$ cat config.mk
export PLATFORM = sky130hd
export DESIGN_NAME = isp_pattern_gen
export DESIGN_NICKNAME = d
export VERILOG_FILES = /design/src/rtl/isp_pkg.sv /design/src/rtl/isp_pattern_pix.sv /design/src/rtl/isp_pattern_gen.sv
export SDC_FILE = /design/constraint.sdc
export NUM_CORES = 1
export LEC_CHECK = 0
export BUFFER_PORTS_ARGS = -buffer_cell sky130_fd_sc_hd__buf_4
export CORE_AREA = 4 4 87 89
export DETAILED_ROUTE_END_ITERATION = 12
export DIE_AREA = 0 0 91 93
export GPL_TIMING_DRIVEN = 0
export PLACE_DENSITY = 0.74
export SLEW_MARGIN = 20
export SYNTH_ARGS = -nofsm -noshare
export SYNTH_HDL_FRONTEND = slang
export SYNTH_SLANG_ARGS = --single-unit
$ cat constraint.sdc
create_clock -name clk -period 1.8 [get_ports clk]
set_clock_uncertainty 0.05 [all_clocks]
set_input_delay 0 -clock clk [delete_from_list [all_inputs] [get_ports clk]]
set_output_delay 0 -clock clk [all_outputs]
set_load 0.02 [all_outputs]
$ cat src/rtl/isp_pkg.sv
// Shared definitions for the ISP test-pattern source: FSM encoding, pattern
// codes and the colour-bar palette.
package isp_pkg;

  typedef enum logic [1:0] {
    ST_IDLE    = 2'd0,
    ST_V_FRONT = 2'd1,
    ST_ACTIVE  = 2'd2,
    ST_V_BACK  = 2'd3
  } state_t;

  localparam logic [2:0] PAT_BARS  = 3'd0;
  localparam logic [2:0] PAT_GRAD  = 3'd1;
  localparam logic [2:0] PAT_CHECK = 3'd2;
  localparam logic [2:0] PAT_GREY  = 3'd3;
  localparam logic [2:0] PAT_TINT  = 3'd4;

  localparam int unsigned NUM_BARS = 8;

  typedef struct packed {
    logic [7:0] r;
    logic [7:0] g;
    logic [7:0] b;
  } rgb_t;

  // Index 0 (rightmost) is the first bar on the left of the screen
  localparam rgb_t [7:0] BAR_TABLE = {
    24'h000000,  // black
    24'h0000FF,  // blue
    24'hFF0000,  // red
    24'hFF00FF,  // magenta
    24'h00FF00,  // green
    24'h00FFFF,  // cyan
    24'hFFFF00,  // yellow
    24'hFFFFFF   // white
  };

endpackage

$ cat src/rtl/isp_pattern_pix.sv
// Combinational pixel colour lookup: (x, y, pattern, bar index) -> RGB.
module isp_pattern_pix
  import isp_pkg::*;
(
  input  logic [7:0] x,
  input  logic [7:0] y,
  input  logic [2:0] sel,
  input  logic [2:0] bar_idx,
  output rgb_t       rgb_c
);

  always_comb begin
    rgb_c = '0;
    case (sel)
      PAT_BARS:  rgb_c = BAR_TABLE[bar_idx];
      PAT_GRAD: begin
        rgb_c.r = x;
        rgb_c.g = y;
        rgb_c.b = 8'(x + y);
      end
      PAT_CHECK: if (x[5] ^ y[5]) rgb_c = '1;
      PAT_GREY:  rgb_c = '{r: 8'h80, g: 8'h80, b: 8'h80};
      PAT_TINT:  rgb_c = '{r: 8'h40, g: 8'h80, b: 8'hC0};
      default:   rgb_c = '0;
    endcase
  end

endmodule

$ cat src/rtl/isp_pattern_gen.sv
// ISP test-pattern video source: frame timing FSM, counters and registered outputs.
// Optional horizontal scrolling of patterns 0-2 with `define ISP_PATGEN_MOVING_EN.
module isp_pattern_gen
  import isp_pkg::*;
#(
  parameter int unsigned source_h = 512,
  parameter int unsigned source_v = 512,
  parameter int unsigned h_blank  = 64,
  parameter int unsigned v_front  = 4,
  parameter int unsigned v_back   = 4
) (
  input  logic       clk,
  input  logic       reset,
  input  logic       enable,
  input  logic [2:0] pattern_sel,
  output logic       out_vsync,
  output logic       out_hsync,
  output logic       out_den,
  output logic [7:0] out_data_R,
  output logic [7:0] out_data_G,
  output logic [7:0] out_data_B,
  output logic       frame_done
);

  localparam int unsigned H_TOTAL = source_h + h_blank;
  localparam int unsigned H_W     = $clog2(H_TOTAL);
  localparam int unsigned V_MAX   = (v_front > source_v) ?
                                    ((v_front > v_back) ? v_front : v_back) :
                                    ((source_v > v_back) ? source_v : v_back);
  localparam int unsigned V_W     = $clog2(V_MAX + 1);
  localparam int unsigned BAR_W   = source_h / NUM_BARS;

  // Horizontal pixel position tracked incrementally with its bar index/offset
  typedef struct packed {
    logic [H_W-1:0] x;
    logic [2:0]     bar;
    logic [H_W-1:0] pos;
  } xpos_t;

  function automatic xpos_t xpos_step(input xpos_t p);
    xpos_t n;
    n = p;
    if (p.x == H_W'(source_h - 1)) begin
      n = '0;
    end else begin
      n.x = H_W'(p.x + H_W'(1));
      if ((p.bar != 3'd7) && (p.pos == H_W'(BAR_W - 1))) begin
        n.bar = p.bar + 3'd1;
        n.pos = '0;
      end else begin
        n.pos = H_W'(p.pos + H_W'(1));
      end
    end
    return n;
  endfunction

  state_t         state, state_nxt;
  logic [H_W-1:0] h_cnt;
  logic [V_W-1:0] v_cnt;
  logic [V_W-1:0] v_last_c;
  logic           line_end_c, seg_end_c;
  logic           active_pix_c, frame_end_c, latch_sel_c;
  logic [2:0]     sel_q;
  xpos_t          xp, xp_start;
  rgb_t           pix_rgb_c;

  assign line_end_c = (h_cnt == H_W'(H_TOTAL - 1));
  assign seg_end_c  = line_end_c && (v_cnt == v_last_c);

  always_comb begin
    v_last_c = V_W'(v_front - 1);
    case (state)
      ST_ACTIVE: v_last_c = V_W'(source_v - 1);
      ST_V_BACK: v_last_c = V_W'(v_back - 1);
      default:   v_last_c = V_W'(v_front - 1);
    endcase
  end

  always_ff @(posedge clk) begin
    if (reset) state <= ST_IDLE;
    else       state <= state_nxt;
  end

  always_comb begin
    state_nxt = state;
    case (state)
      ST_IDLE:    if (enable)    state_nxt = ST_V_FRONT;
      ST_V_FRONT: if (seg_end_c) state_nxt = ST_ACTIVE;
      ST_ACTIVE:  if (seg_end_c) state_nxt = ST_V_BACK;
      ST_V_BACK:  if (seg_end_c) state_nxt = enable ? ST_V_FRONT : ST_IDLE;
      default:    state_nxt = ST_IDLE;
    endcase
  end

  always_comb begin
    active_pix_c = (state == ST_ACTIVE) && (h_cnt < H_W'(source_h));
    frame_end_c  = (state == ST_V_BACK) && seg_end_c;
    latch_sel_c  = enable && ((state == ST_IDLE) || frame_end_c);
  end

  // Line/position counters; v_cnt restarts in every FSM state
  always_ff @(posedge clk) begin
    if (reset || (state == ST_IDLE)) begin
      h_cnt <= '0;
      v_cnt <= '0;
    end else begin
      h_cnt <= line_end_c ? '0 : H_W'(h_cnt + H_W'(1));
      if (state_nxt != state) v_cnt <= '0;
      else if (line_end_c)    v_cnt <= V_W'(v_cnt + V_W'(1));
    end
  end

  always_ff @(posedge clk) begin
    if (reset)            sel_q <= '0;
    else if (latch_sel_c) sel_q <= pattern_sel;
  end

  always_ff @(posedge clk) begin
    if (reset)                                   xp <= '0;
    else if ((state == ST_IDLE) || line_end_c)   xp <= xp_start;
    else if (h_cnt < H_W'(source_h))             xp <= xpos_step(xp);
  end

`ifdef ISP_PATGEN_MOVING_EN
  logic [7:0] frame_cnt;

  // Line start position follows frame_cnt mod source_h, including the 8-bit wrap
  always_ff @(posedge clk) begin
    if (reset) begin
      frame_cnt <= '0;
      xp_start  <= '0;
    end else if (frame_done) begin
      frame_cnt <= frame_cnt + 8'd1;
      xp_start  <= (frame_cnt == 8'hFF) ? '0 : xpos_step(xp_start);
    end
  end
`else
  assign xp_start = '0;
`endif

  isp_pattern_pix u_pix (
    .x       (8'(xp.x)),
    .y       (8'(v_cnt)),
    .sel     (sel_q),
    .bar_idx (xp.bar),
    .rgb_c   (pix_rgb_c)
  );

  always_ff @(posedge clk) begin
    if (reset) begin
      out_vsync  <= 1'b0;
      out_hsync  <= 1'b0;
      out_den    <= 1'b0;
      out_data_R <= '0;
      out_data_G <= '0;
      out_data_B <= '0;
      frame_done <= 1'b0;
    end else begin
      out_vsync  <= (state == ST_ACTIVE);
      out_hsync  <= active_pix_c;
      out_den    <= active_pix_c;
      out_data_R <= active_pix_c ? pix_rgb_c.r : 8'h00;
      out_data_G <= active_pix_c ? pix_rgb_c.g : 8'h00;
      out_data_B <= active_pix_c ? pix_rgb_c.b : 8'h00;
      frame_done <= frame_end_c;
    end
  end

endmodule
* Word level (Yosys, flattened, before mapping)
Memory sizes are Yosys's and may differ from the RTL's. A register that Yosys moved wholly into a read port is not among the register bits.
Index checks and enable logic that the tools add are counted.
** Operators by class
- Add/sub/neg operators :: 6
- Order comparisons :: 2
- Equality and inequality tests :: 13
- Muxes and demuxes :: 15
- Bitwise logic cells :: 2
- Reduce and logical (&&, ||, !) cells :: 16
** Operator list (number)
- $pmux W24 S5 :: 1
- $mux W24 :: 2
- $add A10 B1 Y10 const B :: 4
- $mux W23 :: 1
- $eq A10 B10 Y1 :: 1
- $eq A10 B10 Y1 const B :: 1
- $eq A10 B6 Y1 const B :: 1
- $eq A10 B9 Y1 const B :: 1
- $lt A10 B10 Y1 const B :: 1
- $mux W10 :: 1
- $mux W3 :: 3
- $mux W9 :: 1
- $add A8 B8 Y8 :: 1
- $mux W2 :: 4
- $pmux W2 S4 :: 1
- $reduce_or A2 Y1 :: 4
- $eq A3 B2 Y1 const B :: 2
- $logic_and A1 B1 Y1 :: 5
- $eq A2 B2 Y1 const B :: 2
- $lt A3 B4 Y1 const B :: 1
- $add A3 B1 Y3 const B :: 1
- $eq A3 B1 Y1 const B :: 1
- $eq A3 B3 Y1 const B :: 1
- $logic_not A3 Y1 :: 1
- 10 further kinds :: 12
** Word-level totals
- Register bits :: 75
- Bits in read-only memories :: 192
- Input port bits :: 6
- Output and inout port bits :: 28
- Word-level logic and storage cells :: 68
- Memories :: 1
** Memories
- (no name shown) :: depth 8, bits a word 24, rd ports 1, clocked after Yosys merged registers in 1, write ports 0, RTL line isp_pattern_pix.sv:15 : PAT_BARS: rgb_c = BAR_TABLE[bar_idx];

* Depth between registers and ports, before layout
- Depth after elaboration :: 8
- Depth in mapped cells :: 7
- Depth with buffers taken out :: 7

* Modules after synthesis
A second synthesis with hierarchy kept.
** Unflattened totals
- Cells, all modules :: 396
- Area, all modules :: 3607.2 µm²
** By module, submodules not included
- isp_pattern_gen :: instances 1, cells each 316, area each 3002.9 µm², seq. area each 1501.4 µm²
- isp_pattern_pix :: instances 1, cells each 80, area each 604.3 µm², seq. area each 0.0 µm²

* Worst setup path before layout
Ideal clock, no wire load.
- Path type :: reg-to-reg
- From :: reg v_cnt[1]
- To :: reg v_cnt[8]
- Setup time :: 0.070 ns
- Arrival time :: 1.810 ns
- Data required time :: 1.680 ns
- Slack :: -0.130 ns
- Stages on the path, launching flop included :: 6
- Path buffers :: 0
- Clock period less this slack :: 1.930 ns
- Cell sequence :: dfxtp_1 -> ha_1 -> nand4bb_1 -> or4_4 -> or4_1 -> a21oi_1
** Between the ends
- Cells in the longest elaborated chain, start to end :: 6
- Elaborated cells on any way between the ends :: 9
- Classes of those cells :: add/sub (1); eq/ne (2); mux (4); reduce/logical (2)
** Ends and longest elaborated chain
- start, declared :: RTL line isp_pattern_gen.sv:59 : logic [V_W-1:0] v_cnt;
- start signal, assigned :: RTL line isp_pattern_gen.sv:109 : else if (line_end_c) v_cnt <= V_W'(v_cnt + V_W'(1));
- $eq A10 B10 Y1 :: RTL line isp_pattern_gen.sv:68 : assign seg_end_c = line_end_c && (v_cnt == v_last_c);
- $logic_and A1 B1 Y1 :: RTL line isp_pattern_gen.sv:68
- $mux W2 (on tied branches) :: RTL line isp_pattern_gen.sv:90, isp_pattern_gen.sv:88, isp_pattern_gen.sv:89
- $pmux W2 S4 :: RTL line isp_pattern_gen.sv:86 : case (state)
- $ne A2 B2 Y1 :: RTL line isp_pattern_gen.sv:108 : if (state_nxt != state) v_cnt <= '0;
- $reduce_or A2 Y1 (no line)
Several ways; a longest one is shown, not always the timed one.
A chain may end at the register's enable or synchronous reset.

* Worst setup path in the final report
- From :: reg v_cnt[0]
- To :: reg out_data_B[6]
** Between the ends
- Cells in the longest elaborated chain, start to end :: 2
** Ends and longest elaborated chain
- $add A8 B8 Y8 :: RTL line isp_pattern_pix.sv:19 : rgb_c.b = 8'(x + y);
- $pmux W24 S5 :: RTL line isp_pattern_pix.sv:14 : case (sel)
- end signal, assigned :: RTL line isp_pattern_gen.sv:164 : out_data_B <= active_pix_c ? pix_rgb_c.b : 8'h00;
- end, declared :: RTL line isp_pattern_gen.sv:21 : output logic [7:0] out_data_B,
No other way between the ends.

==> flow_metrics.env <==
export IMPL_worst_setup_path_start_kind="flop"
export IMPL_nNetsFinal=493
export IMPL_antenna_found_initial=0
export IMPL_critPathBufInv=0
export IMPL_ys_types=52
export IMPL_hold_path_class="input port to flop"
export IMPL_ant_nets=0
export IMPL_wl_per_cell_um=14.9
export IMPL_pwr_share_comb=0.069
export IMPL_critPathMaxStageDelay_ps=380
export IMPL_cp_max_fo=4
export IMPL_synthFlopType="dfxtp_1"
export IMPL_drv_cap=0
export IMPL_clk_pin_slew_worst_paths_ps=90
export IMPL_grt_max_degree=16
export IMPL_final_core_util=0.700
export IMPL_avgViaCountPerCell=5.47
export IMPL_die_h_um=93
export IMPL_syn_area_mm2=0.00355
export IMPL_clock_latency_ps=360
export IMPL_tritoncts="done"
export IMPL_tightest_slew_ps=571
export IMPL_avgSynthCellArea_um2=8.85
export IMPL_slowest_stage="dfxtp_4"
export IMPL_htree_levels=3
export IMPL_max_slew_margin=0.619
export IMPL_timing_final_crit_share=1.04
export IMPL_clockBufferDepth=2
export IMPL_cp_num_cells=7
export IMPL_worst_slack_ps=-63.5
export IMPL_rows=30
export IMPL_tns_ps=-747
export IMPL_layout_drive_gt1_share=0.351
export IMPL_grt_pass1_wl_um=13600
export IMPL_crit_chain="ha_2 > fa_2 > a21o_1 > a21oi_2 > a2bb2oi_2 > nand4_1 > o211ai_1"
export IMPL_synth_edf_count=0
export IMPL_synth_fp_nets=421
export IMPL_synthesis_instances=401
export IMPL_syn_to_final_growth_pct=33.2
export IMPL_synth_commonest_cells="dfxtp_1, nor2_1, nand2_1, a21oi_1, nand3_1"
export IMPL_start_util=0.525
export IMPL_cts_sinks=78
export IMPL_crit_required_ps=2030
export IMPL_p_switching_mw=0.860
export IMPL_core_area_mm2=0.00676
export IMPL_report_final_hold_viol_count=0
export IMPL_status="complete, but fails checks"
export IMPL_ys_ff_latch=78
export IMPL_dieWidth_um=91
export IMPL_timing_fmax_mhz=537
export IMPL_arrival_ps=2100
export IMPL_violations="negative setup slack"
export IMPL_hold_depth=4
export IMPL_seq_power_share=0.546
export IMPL_pwr_share_clk=0.385
export IMPL_rsz0062_at_grt="yes"
export IMPL_portBuffers=33
export IMPL_track_usage=0.199
export IMPL_dr_first_iter_drc_count=132
export IMPL_synth_area_leader_cell="dfxtp_1"
export IMPL_synth_top_cell_area_share=0.440
export IMPL_critical_path_class="flop to flop"
export IMPL_cts_buffers=9
export IMPL_grt_pass1_vias=2943
export IMPL_p_int_mw=2.33
export IMPL_yosys_top_cells_area="dfxtp_1, nor2_1, xnor2_1"
export IMPL_end_kind="flop"
export IMPL_p_leak_nw=1.81
export IMPL_seq_area_frac_synth=0.440
export IMPL_final_setup_viol_count=20
export IMPL_wl_um=8320
export IMPL_dieArea_mm2=0.00846
export IMPL_async_flop_share=0
export IMPL_switching_share=0.270
export IMPL_ys_warn_count=0
export IMPL_power_density_mw_per_mm2=674
export IMPL_num_antenna_cells=0
export IMPL_fin_crit_ps=1860
export IMPL_num_vias=3055
export IMPL_ios=34
export IMPL_cp_top_family="compound AO/OA/AOI/OAI gates"
export IMPL_grt_overflow_total=0
export IMPL_dp_hpwl_um=5130
export IMPL_cts_root_buf="clkbuf_8"
export IMPL_drc=0
export IMPL_slew_viol_final=0
export IMPL_place_gp_congestion=0.828
export IMPL_r2r_cells=7
export IMPL_synth_most_common_cell="dfxtp_1"
export IMPL_first_pass_iters=4
export IMPL_ir_drop_mv=0.427
## timing repair
action | in CTS | in global routing
hold buffers | 5 | 0
gates resized for setup | 62 | 40
pin swaps | 16 | 19
cloned | 1 | 0
setup endpoints to repair | 71 | 66
buffers inserted | 16 | 9
hold endpoints to repair | 7 | 0
## final cells by class
cell class / instances / area (um^2)
Tap cell: 80 / 100
Multi-Input combinational cell: 301 / 2210
Timing Repair Buffer: 64 / 500
Inverter: 6 / 22.5
Sequential cell: 78 / 1630
Fill cell: 504 / 2030
Clock inverter: 7 / 55.1
Buffer: 13 / 86.3
Clock buffer: 9 / 124
## routing by layer
metal | up-vias | track usage | routed length [um]
met5 | - | 0 | 0
met4 | 0 | 0.102 | 232
met3 | 23 | 0.0338 | 312
met2 | 82 | 0.349 | 4180
met1 | 1430 | 0.232 | 3590
li1 | 1520 | - | -
## power by group through the flow
stage	Combinational [mW]	Clock, mW	Sequential, mW
detailed placement	0.166	0	1.79
CTS	0.202	1.23	1.74
global placement	0.162	0	1.79
finish	0.220	1.23	1.74
global route	0.238	1.33	1.75
floorplan	0.122	0	1.79
## metrics by stage
step	worst slack [ps]	hold slack [ps]	total power [mW]	instance area [um^2]	std cells
2_1_floorplan	-25.0	102	1.91	3620	401
4_1_cts	-16.9	389	3.17	4550	551
3_5_place_dp	-356	219	1.96	3970	514
6_report	-63.5	388	3.19	4730	558
5_1_grt	-101	425	3.32	4730	558
3_3_place_gp	-295	212	1.96	3970	514
## worst register-to-register path, delay by kind of cell, from the launching register on
kind            cells  cell delay [ps]
compound gates      4              680
fa+ha+maj           2              560
flops               1              380
simple gates        1              130
## cell usage in the layout (no fill, tap or decap), types with 5 or more instances in the layout
cell           instances
a21oi_1               27
a21oi_2                6
and3_1                 6
buf_4                 58
clkbuf_2               5
clkbuf_8               9
dfxtp_1               55
dfxtp_2                8
dfxtp_4               15
dlygate4sd3_1          5
ha_1                   6
ha_4                   5
inv_1                  5
mux2i_1                6
nand2_1               36
nand2b_1              10
nand3_1               16
nor2_1                50
nor2b_1               10
o21ai_0                7
xnor2_1               19
xor2_1                18
## state kept, by name (all words and copies together), names as in the netlist, named ones only
| register | flops |
|---|---|
| frame_done | 1 |
| h_cnt | 10 |
| out_data_R | 8 |
| sel_q | 3 |
| v_cnt | 10 |
| xp | 23 |
| out_data_G | 8 |
| out_vsync | 1 |
| out_data_B | 8 |
| out_den | 1 |
| state | 2 |
## final timing paths
| path | startpoint | to | slack, ps |
|---|---|---|---|
| max | v_cnt[0] | out_data_B[6] | -60 |
| min | pattern_sel[1] | sel_q[1] | 390 |
| max reg2reg | v_cnt[0] | out_data_B[6] | -60 |
| min reg2reg | h_cnt[0] | h_cnt[0] | 410 |
## cell families (layout without fill, tap and decap cells)
logic type	Yosys count	after routing	synth area share
DFF	78	78	0.440
AOI/OAI and AO/OA	61	61	0.103
xor gates and xnor gates	37	37	0.0913
muxes	8	8	0.0229
buffers and inverters	22	99	0.0268
and+or+nand+nor	181	181	0.264
adders and majority gates	14	14	0.0515
Note: power is estimated with default switching activity, not from simulation.
